<file path="config.mk">
export PLATFORM = sky130hd
export DESIGN_NAME = otter_cu_fsm
export DESIGN_NICKNAME = d
export VERILOG_FILES = /design/src/rtl/otter_cu_fsm.sv
export SDC_FILE = /design/constraint.sdc
export NUM_CORES = 1
export LEC_CHECK = 0
export ABC_AREA = 1
export ABC_CLOCK_PERIOD_IN_PS = 1800
export CORE_MARGIN = 10
export CORE_UTILIZATION = 51
export CTS_CLUSTER_DIAMETER = 200
export CTS_CLUSTER_SIZE = 30
export DETAILED_ROUTE_END_ITERATION = 8
export PLACE_DENSITY = 0.92
export SLEW_MARGIN = 10
export SYNTH_ARGS = -nofsm -noshare
export SYNTH_HDL_FRONTEND = slang
export SYNTH_SLANG_ARGS = --single-unit
</file>
<file path="constraint.sdc">
create_clock -name clk -period 1.8 [get_ports clk]
set_input_delay 0.36 -clock clk [delete_from_list [all_inputs] [get_ports clk]]
set_output_delay 0.36 -clock clk [all_outputs]
set_load 0.01 [all_outputs]
</file>
<file path="src/rtl/otter_cu_fsm.sv">
// OTTER multicycle control unit: sequences fetch/execute/writeback/interrupt
// entry and counts retired instructions.
module otter_cu_fsm (
  input  logic        clk,
  input  logic        rst_n,
  input  logic [6:0]  opcode,
  input  logic [2:0]  func3,
  input  logic        intr,
  input  logic        mem_ready,
  output logic        pc_rst,
  output logic        pc_write,
  output logic        reg_write,
  output logic        mem_rden1,
  output logic        mem_rden2,
  output logic        mem_we2,
  output logic        csr_we,
  output logic        int_taken,
  output logic        mret_exec,
  output logic        illegal,
  output logic [31:0] instret
);

  localparam int unsigned CNT_W = 32;

  localparam logic [2:0] ST_INIT  = 3'd0;
  localparam logic [2:0] ST_FETCH = 3'd1;
  localparam logic [2:0] ST_EXEC  = 3'd2;
  localparam logic [2:0] ST_WB    = 3'd3;
  localparam logic [2:0] ST_INTR  = 3'd4;

  localparam logic [6:0] OP_LOAD   = 7'b0000011;
  localparam logic [6:0] OP_STORE  = 7'b0100011;
  localparam logic [6:0] OP_BRANCH = 7'b1100011;
  localparam logic [6:0] OP_LUI    = 7'b0110111;
  localparam logic [6:0] OP_AUIPC  = 7'b0010111;
  localparam logic [6:0] OP_JAL    = 7'b1101111;
  localparam logic [6:0] OP_JALR   = 7'b1100111;
  localparam logic [6:0] OP_IMM    = 7'b0010011;
  localparam logic [6:0] OP_OP     = 7'b0110011;
  localparam logic [6:0] OP_SYSTEM = 7'b1110011;

  logic [2:0]       r_state;
  logic [2:0]       w_next_state;
  logic [CNT_W-1:0] r_instret;
  logic             w_retire;

  // State register
  always_ff @(posedge clk or negedge rst_n) begin
    if (!rst_n) r_state <= ST_INIT;
    else        r_state <= w_next_state;
  end

  // Next-state and strobe decode
  always_comb begin
    w_next_state = r_state;
    pc_rst       = 1'b0;
    pc_write     = 1'b0;
    reg_write    = 1'b0;
    mem_rden1    = 1'b0;
    mem_rden2    = 1'b0;
    mem_we2      = 1'b0;
    csr_we       = 1'b0;
    int_taken    = 1'b0;
    mret_exec    = 1'b0;
    illegal      = 1'b0;
    case (r_state)
      ST_INIT: begin
        pc_rst       = 1'b1;
        w_next_state = ST_FETCH;
      end
      ST_FETCH: begin
        mem_rden1    = 1'b1;
        w_next_state = ST_EXEC;
      end
      ST_EXEC: begin
        w_next_state = intr ? ST_INTR : ST_FETCH;
        case (opcode)
          OP_LOAD: begin
            mem_rden2    = 1'b1;
            w_next_state = ST_WB;
          end
          OP_STORE: begin
            mem_we2  = 1'b1;
            pc_write = 1'b1;
          end
          OP_BRANCH: pc_write = 1'b1;
          OP_LUI, OP_AUIPC, OP_JAL, OP_JALR, OP_IMM, OP_OP: begin
            pc_write  = 1'b1;
            reg_write = 1'b1;
          end
          OP_SYSTEM: begin
            pc_write = 1'b1;
            if (func3 == 3'b000) begin
              mret_exec = 1'b1;
            end else begin
              reg_write = 1'b1;
              csr_we    = 1'b1;
            end
          end
          default: begin
            pc_write = 1'b1;
            illegal  = 1'b1;
          end
        endcase
      end
      ST_WB: begin
        // Stall indefinitely until load data is valid
        if (mem_ready) begin
          pc_write     = 1'b1;
          reg_write    = 1'b1;
          w_next_state = intr ? ST_INTR : ST_FETCH;
        end
      end
      ST_INTR: begin
        int_taken    = 1'b1;
        pc_write     = 1'b1;
        w_next_state = ST_FETCH;
      end
      default: w_next_state = ST_INIT;
    endcase
  end

  // Retirement: PC advance from EXEC or WB only, never interrupt entry
  assign w_retire = pc_write && ((r_state == ST_EXEC) || (r_state == ST_WB));

  always_ff @(posedge clk or negedge rst_n) begin
    if (!rst_n)        r_instret <= '0;
    else if (w_retire) r_instret <= r_instret + CNT_W'(1);
  end

  assign instret = r_instret;

endmodule
</file>
After elaboration in Yosys (flattened, before gate mapping)

Index checks and enable logic that the tools add are counted.

Register bits: 35
Output and inout bits: 42

Add/sub/neg operators: 1
Equal/unequal tests: 15
Muxes and demuxes: 24
Reduce and logical (&&, ||, !) cells: 7

Operators with widths:

| operator                | count |
|---|---|
| $add A32 B1 Y32 const B | 1 |
| $eq A7 B7 Y1 const B    | 4 |
| $eq A7 B6 Y1 const B    | 3 |
| $mux W1                 | 17 |
| $eq A7 B5 Y1 const B    | 2 |
| $pmux W3 S4             | 1 |
| $reduce_or A10 Y1       | 1 |
| $mux W3                 | 3 |
| $eq A7 B2 Y1 const B    | 1 |
| $eq A3 B2 Y1 const B    | 2 |
| $logic_not A3 Y1        | 2 |
| $reduce_or A6 Y1        | 1 |
| $pmux W1 S2             | 2 |
| $eq A3 B1 Y1 const B    | 1 |
| $eq A3 B3 Y1 const B    | 1 |
| $pmux W1 S3             | 1 |
| $ne A2 B2 Y1 const B    | 1 |
| $reduce_or A2 Y1        | 1 |
| $logic_and A1 B1 Y1     | 1 |
| $logic_or A1 B1 Y1      | 1 |

Longest topological paths before layout

Gate-level depths: netlist of the first run.

Depth in word-level cells: 4
Depth in mapped cells: 10
Mapped depth without buffers: 10

Least setup slack after synthesis of the first run

Ideal clock, no wire load.

Path kind: register to output
From: reg r_state[2]
To: out illegal
Data arrival time: 1.118 ns
Required time: 1.440 ns
Slack: 0.322 ns
Cell stages (with the launch flop): 6
Path buffers: 0
Cell sequence: dfrtp_1 inv_1 nand2_2 nor2_4 nand2_2 nor3b_1

Word-level cells in the longest chain between the ends: 2

Ends and longest elaborated chain:

| item                     | line | RTL |
|---|---|---|
| start: declaration       | 42   | `logic [2:0] r_state;` |
| start signal: assignment | 50   | `else r_state <= w_next_state;` |
| $eq A3 B2 Y1             | 66   | `case (r_state)` |
| $mux W1                  | 66   |  |
| end: declaration         | 19   | `output logic illegal,` |

Every way passes these cells.

Worst setup path after layout of the first run

From: in opcode[3]
To: out reg_write

Word-level cells in the longest chain between the ends: 4

Ends and longest elaborated chain:

| item                                       | line | RTL |
|---|---|---|
| start: declaration                         | 6    | `input logic [6:0] opcode,` |
| $eq A7 B6 Y1, or another cell as far along | 77   | `case (opcode)` |
| $reduce_or A6 Y1                           | --   |  |
| $pmux W1 S2 *                              | 77   |  |
| $pmux W1 S2 *                              | 66   |  |
| end: declaration                           | 12   | `output logic reg_write,` |

Mark *: on every way between the ends. The rest lies on a longest branch, timed or not.

==> results of run 1 <==
-- routing by layer --
metal | wire [um] | part of all wire [%] | vias up
li1 | - | - | 1409
met1 | 2900 | 41 | 1285
met2 | 3360 | 48 | 95
met3 | 580 | 8.3 | 13
met4 | 150 | 2.1 | 0
met5 | 0 | 0 | -
-- kinds of logic (layout without fill, tap and decap cells) --
kind of cell / Yosys count / in the layout / synth area share, %
AOI/OAI and AO/OA: 17 / 17 / 3.91
xor gates and xnor gates: 11 / 11 / 3.86
adders and majority gates: 1 / 1 / 0.501
buffers and inverters: 49 / 127 / 8.63
DFF: 35 / 35 / 35.1
and+or+nand+nor: 293 / 293 / 48.0
-- registers in the layout (all words and copies together) (netlist names) --
name,flops
instret,32
r_state,3
-- worst paths after layout --
check                             from           to  slack (ns)  depth (start not counted)
max reg2reg                 r_state[2]   instret[0]        0.12                          9
min                              rst_n   instret[8]        0.49                          2
min reg2reg                instret[31]  instret[31]        0.55                          2
max in group asynchronous        rst_n   r_state[0]        0.97                          2
min in group clk           instret[31]  instret[31]        0.55                          2
max                          opcode[3]    reg_write       0.008                         11
-- critical path, cell delays in order --
cell	delay [ns]
clkdlybuf4s15_1	0.22
inv_2	0.07
nand2_2	0.06
nor2_4	0.10
nand4_1	0.15
nand2_1	0.11
inv_1	0.05
nand2_1	0.05
nand2_1	0.05
nand2_1	0.07
buf_2	0.13
-- timing repair --
action,CTS,global route
resized for setup,46,22
setup endpoints to repair,31,14
setup buffers,1,1
pin swaps,5,12
gates cloned,0,0
-- layout make-up --
class / instances / area (um^2) / area share [%]
clock buffer: 7 / 76.3 / 2.28
timing repair buffer: 76 / 681 / 20.4
tap: 67 / 83.8 / 2.51
clock inverter: 1 / 5.00 / 0.150
multi-input combinational: 322 / 1460 / 43.6
inverter: 43 / 161 / 4.83
sequential: 35 / 878 / 26.3
-- power breakdown --
part	switching (mW)	total (mW)	internal (mW)
clock network	0.287	0.559	0.272
logic	0.608	1.06	0.449
registers	0.0934	0.950	0.857
total	0.989	2.57	1.58
-- placed cells by master (no fill, tap or decap), drive strengths merged --
| master | instances |
|---|---|
| xnor2 | 7 |
| nor2 | 63 |
| and2 | 1 |
| dfrtp | 35 |
| dlymetal6s2s | 3 |
| a21oi | 1 |
| clkdlybuf4s50 | 35 |
| nand3 | 23 |
| nand4 | 8 |
| o21ai | 15 |
| clkdlybuf4s15 | 3 |
| clkinv | 1 |
| nor3b | 1 |
| nor3 | 7 |
| dlygate4sd2 | 6 |
| a31oi | 1 |
| clkbuf | 8 |
| nand2 | 189 |
| buf | 28 |
| ha | 1 |
| nand3b | 1 |
| xor2 | 4 |
| inv | 43 |
-- metrics by stage --
| step | instances | util, % | instance area, um^2 |
|---|---|---|---|
| 2_1_floorplan | 406 | - | 2490 |
| 3_3_place_gp | 541 | 68.4 | 3230 |
| 3_5_place_dp | 541 | 68.4 | 3230 |
| 4_1_cts | 550 | 70.1 | 3310 |
| 5_1_grt | 551 | 70.8 | 3340 |
| 6_report | 551 | 70.8 | 3340 |
==> out/metrics.cfg, run 1 <==
[run_status]
outcome = finished, final reports clean

[setup_path]
crit_arrival_ns = 1.43
critPathRequiredTime_ns = 1.44
endpoint_kind = output pin
crit_type = in2out
worst-path-max-fanout = 3
start_kind = primary input

[yosys]
synth_seq_cells = 35
ys_seq_area_share_pct = 35.1
synthMostInstantiatedCell = nand2_1
synthArstFlopShare_pct = 100
syn_area_per_cell_um2 = 6.15
syn_nets = 421
ys_types = 24
ys_top_cells_by_count = nand2_1 (185), nor2_1 (61), inv_1 (41), dfrtp_1 (35), nand3_1 (23)
netlist_instances = 406
yosysWarnings = 0
synth_edf_count = 0
synth-main-ff-cell = dfrtp_1
ys_top_cells_by_area = dfrtp_1 (35%), nand2_1 (28%), nor2_1 (9.2%), inv_1 (6.2%), nand3_1 (4.6%)
synth_area_mm2 = 0.00249
yosysTopAreaCellShare_pct = 35.1
synth_top_area_cell = dfrtp_1

[route]
vias = 2802
routed_via_density = 5.09
drcViolationCount = 0
wl_mm = 6.99
wire_per_inst_um = 12.7
firstDrtPassIters = 4
drt-initial-drc-count = 169
ant_nets = 0

[hold_path]
hold_path_class = in2async

[cts]
clk_latency_ns = 0.29
cts_made_buffers = 5
clk_root_buffer_cell = clkbuf_8
clk_path_buf_depth = 2
cts_tree = done
cts_sinks = 35
htree_num_levels = 2
path_clk_slew_ns = 0.07
cts_hold_buf = 0

[placed_design]
gp_congestion = 0.911
portBuffers = 55
dp_hpwl_mm = 5.31
place_ws_ns = -0.654

[grt]
antenna_found_initial = 0
grtUsageMet3_pct = 6.57
grt_overflow_total = 0
grt_pass1_vias = 2930
grt_use_met1_pct = 19.3
grt_use_total_pct = 17.7
gr-usage-met2_pct = 29.8
grt-busiest-layer = met2
grt_max_degree = 36
grt_pass1_wl_mm = 12.4

[timing]
fin_ws_ns = 0.00799
max_slew_margin_pct = 69.7
fin_crit_sh_pct = 99.6
fin_hold_ws_ns = 0.488
fin_setup_tns_ns = 0
setup_viol = 0
slew_viol_final = 0
timing.final.hold_violations = 0
rsz0062_at_grt = true
finalCriticalPeriod_ns = 1.79
fmax_mhz = 558
skew_ns = 0.00490
tightestPinTransition_ns = 0.455

[die]
die_area_mm2 = 0.00809
initial_utilization_pct = 52.8
die-height_um = 89.9
num_rows = 25
pin_count = 56
core-area_mm2 = 0.00472
die_w_um = 89.9

[final_layout]
fill_cells = 392
finalNetCount = 498
drive_gt1_share_pct = 13.0
antenna_cells = 0
area_delta_synth_final_pct = 34.0

[flow_run]
drv_cap = 0

[pwr]
p_leak_nw = 1.54
powerDensity_mw_per_mm2 = 768
irDropWorstVdd_v = 0.000725
power_mw = 2.57

(Power assumes the default switching activity.)
==> run 2: changes to the inputs <==
--- a/config.mk
+++ b/config.mk
@@ -7,12 +7,14 @@
 export LEC_CHECK = 0
 export ABC_AREA = 1
 export ABC_CLOCK_PERIOD_IN_PS = 1800
+export CELL_PAD_IN_SITES_DETAIL_PLACEMENT = 0
+export CELL_PAD_IN_SITES_GLOBAL_PLACEMENT = 2
 export CORE_MARGIN = 10
-export CORE_UTILIZATION = 51
+export CORE_UTILIZATION = 26
 export CTS_CLUSTER_DIAMETER = 200
 export CTS_CLUSTER_SIZE = 30
 export DETAILED_ROUTE_END_ITERATION = 8
-export PLACE_DENSITY = 0.92
+export PLACE_DENSITY = 0.91
 export SLEW_MARGIN = 10
 export SYNTH_ARGS = -nofsm -noshare
 export SYNTH_HDL_FRONTEND = slang
==> run 2 against run 1 <==
Combinational power grew 8%. Clock power grew 56%. Die area grew 72%. Core utilization shrank 32 points. Count of clock-buffer cells in the layout shrank 2. Largest power group unchanged. Wire length grew 9.1%.
==> out/metrics.cfg, run 2 (synthesis results as in run 1) <==
[timing]
max_slew_margin_pct = 68.3
fmax_mhz = 569
fin_crit_sh_pct = 97.7
setup_viol = 0
tightestPinTransition_ns = 0.475
finalCriticalPeriod_ns = 1.76
fin_setup_tns_ns = 0
rsz0062_at_grt = true
timing.final.hold_violations = 0
slew_viol_final = 0
skew_ns = 0.00763

[pwr]
power_frac_comb_pct = 38.6
p_sw_mw = 1.03
p_int_mw = 1.94
irDropWorstVdd_v = 0.000390
p_leak_nw = 1.61
p_clk_share_pct = 29.3
powerDensity_mw_per_mm2 = 830
p_seq_share_pct = 32.1
switching_share_pct = 34.7

[die]
die_area_mm2 = 0.0139
initial_utilization_pct = 26.9
die_w_um = 118
pin_count = 56
core-area_mm2 = 0.00928
num_rows = 35
die-height_um = 118

[grt]
grt_use_total_pct = 11.0
grt_pass1_wl_mm = 13.0
antenna_found_initial = 0
grt_overflow_total = 0
grt_max_degree = 36
grt_pass1_vias = 2676

[setup_path]
cp_num_buf_inv = 4
crit_family = buffers and inverters
crit_path_end = pc_write
worst-path-max-fanout = 5
critPathRequiredTime_ns = 1.44
cp.depth = 9
start_kind = primary input
crit_path_start = opcode[1]
crit_arrival_ns = 1.40
crit_type = in2out
r2r_slack_ns = 0.19
ff2ff_path_depth = 11
r2r_end = instret[23]
endpoint_kind = output pin
crit_path_frequent_cell = nand2_2
cpMaxStageDelayCell = dlygate4sd2_1
crit_chain = dlygate4sd2_1 > nand2_2 > nor2_4 > buf_4 > nand2_2 > nand2_2 > buf_4 > nand2_4 > buf_6
rr_startpoint = r_state[2]
critPathMaxStageDelay_ns = 0.21

[final_layout]
final_area_mm2 = 0.00358
drive_gt1_share_pct = 17.8
area_delta_synth_final_pct = 43.4
largest_reg_flops = 32
fill_cells = 1057
finalNetCount = 509
mostFrequentLayoutCell = nand2_1
multi_input_comb_area_mm2 = 0.00148
final_cell_mix = nand2_1 (181), nor2_1 (52), inv_1 (39)
antenna_cells = 0
register_area_um2 = 878

[route]
dr.max_layer_used = met4
drt-initial-drc-count = 124
met3_length_um = 389
ant_nets = 0
wl_met2_mm = 3.57
wire_per_inst_um = 12.2
wl_met1_mm = 3.61
firstDrtPassIters = 4
wl_mm = 7.62
routed_via_density = 4.28
vias = 2671
drcViolationCount = 0

[cts]
clk_latency_ns = 0.29
path_clk_slew_ns = 0.08
cts_made_buffers = 5
clk_root_buffer_cell = clkbuf_8
cts_sinks = 35
htree_num_levels = 2
clk_path_buf_depth = 2
cts_hold_buf = 0
cts_tree = done

[placed_design]
placed_cell_area_mm2 = 0.00338
gp_congestion = 0.829
dp_hpwl_mm = 5.99
portBuffers = 55

[run_status]
outcome = finished, final reports clean

[hold_path]
hold_path_class = in2async

[flow_run]
drv_cap = 0

==> run 2: cell types whose count changed in the layout (fill, tap and decap cells not counted), sizes merged <==
cell / previous run / this run
buf: 28 / 40
dlygate4sd2: 6 / 3
clkdlybuf4s15: 3 / 1
clkbuf: 8 / 11
clkdlybuf4s50: 35 / 34
bufinv: 0 / 2
clkinv: 1 / 0
clkinvlp: 0 / 1
==> run 2: final cells by class <==
class                      count  area share (%)
inverter                      43            4.51
tap                          129            4.51
timing repair buffer          87            21.1
multi-input combinational    322            41.5
clock buffer                   5            1.92
clock inverter                 3            1.89
sequential                    35            24.6
==> run 2: what timing repair did <==
action,in CTS,in global routing
pin swaps,6,11
buffers inserted,3,2
gates resized for setup,51,36
setup endpoints to repair,25,15
hold endpoints to repair,0,0
==> run 2: how the worst min path moves through the flow <==
stage           from     endpoint  slack, ns  cells after the start
6_report       rst_n  instret[15]       0.10                      2
3_3_place_gp   rst_n  instret[27]       0.44                      2
5_1_grt        rst_n  instret[15]       0.15                      2
2_1_floorplan  rst_n   instret[0]       0.06                      0
4_1_cts        rst_n  instret[15]       0.11                      2
3_5_place_dp   rst_n  instret[27]       0.44                      2
==> run 2: metrics by stage <==
stage	instances	setup WS (ns)	total power [mW]	util, %	hold WS, ns
after global placement	611	-0.643	2.12	36.4	0.440
after global routing	624	-0.0537	3.18	38.5	0.147
after CTS	622	-0.00770	2.99	38.0	0.114
final	624	0.0421	2.97	38.5	0.103
after floorplan	406	0.322	1.54	-	0.0644
after detailed placement	611	-0.667	2.14	36.4	0.438
==> run 2: metal layers <==
metal  global-route usage [%]  vias up
met5                        0        -
met4                     2.55        0
met3                     2.93        4
met2                     18.1       43
met1                     14.0     1200
li1                         -     1424
==> run 2: power groups by stage <==
| stage | clock, mW | combinational, mW | sequential (mW) |
|---|---|---|---|
| 2_1_floorplan | 0 | 0.575 | 0.965 |
| 3_3_place_gp | 0 | 1.17 | 0.955 |
| 3_5_place_dp | 0 | 1.18 | 0.959 |
| 4_1_cts | 0.901 | 1.15 | 0.946 |
| 5_1_grt | 0.931 | 1.28 | 0.972 |
| 6_report | 0.870 | 1.15 | 0.952 |
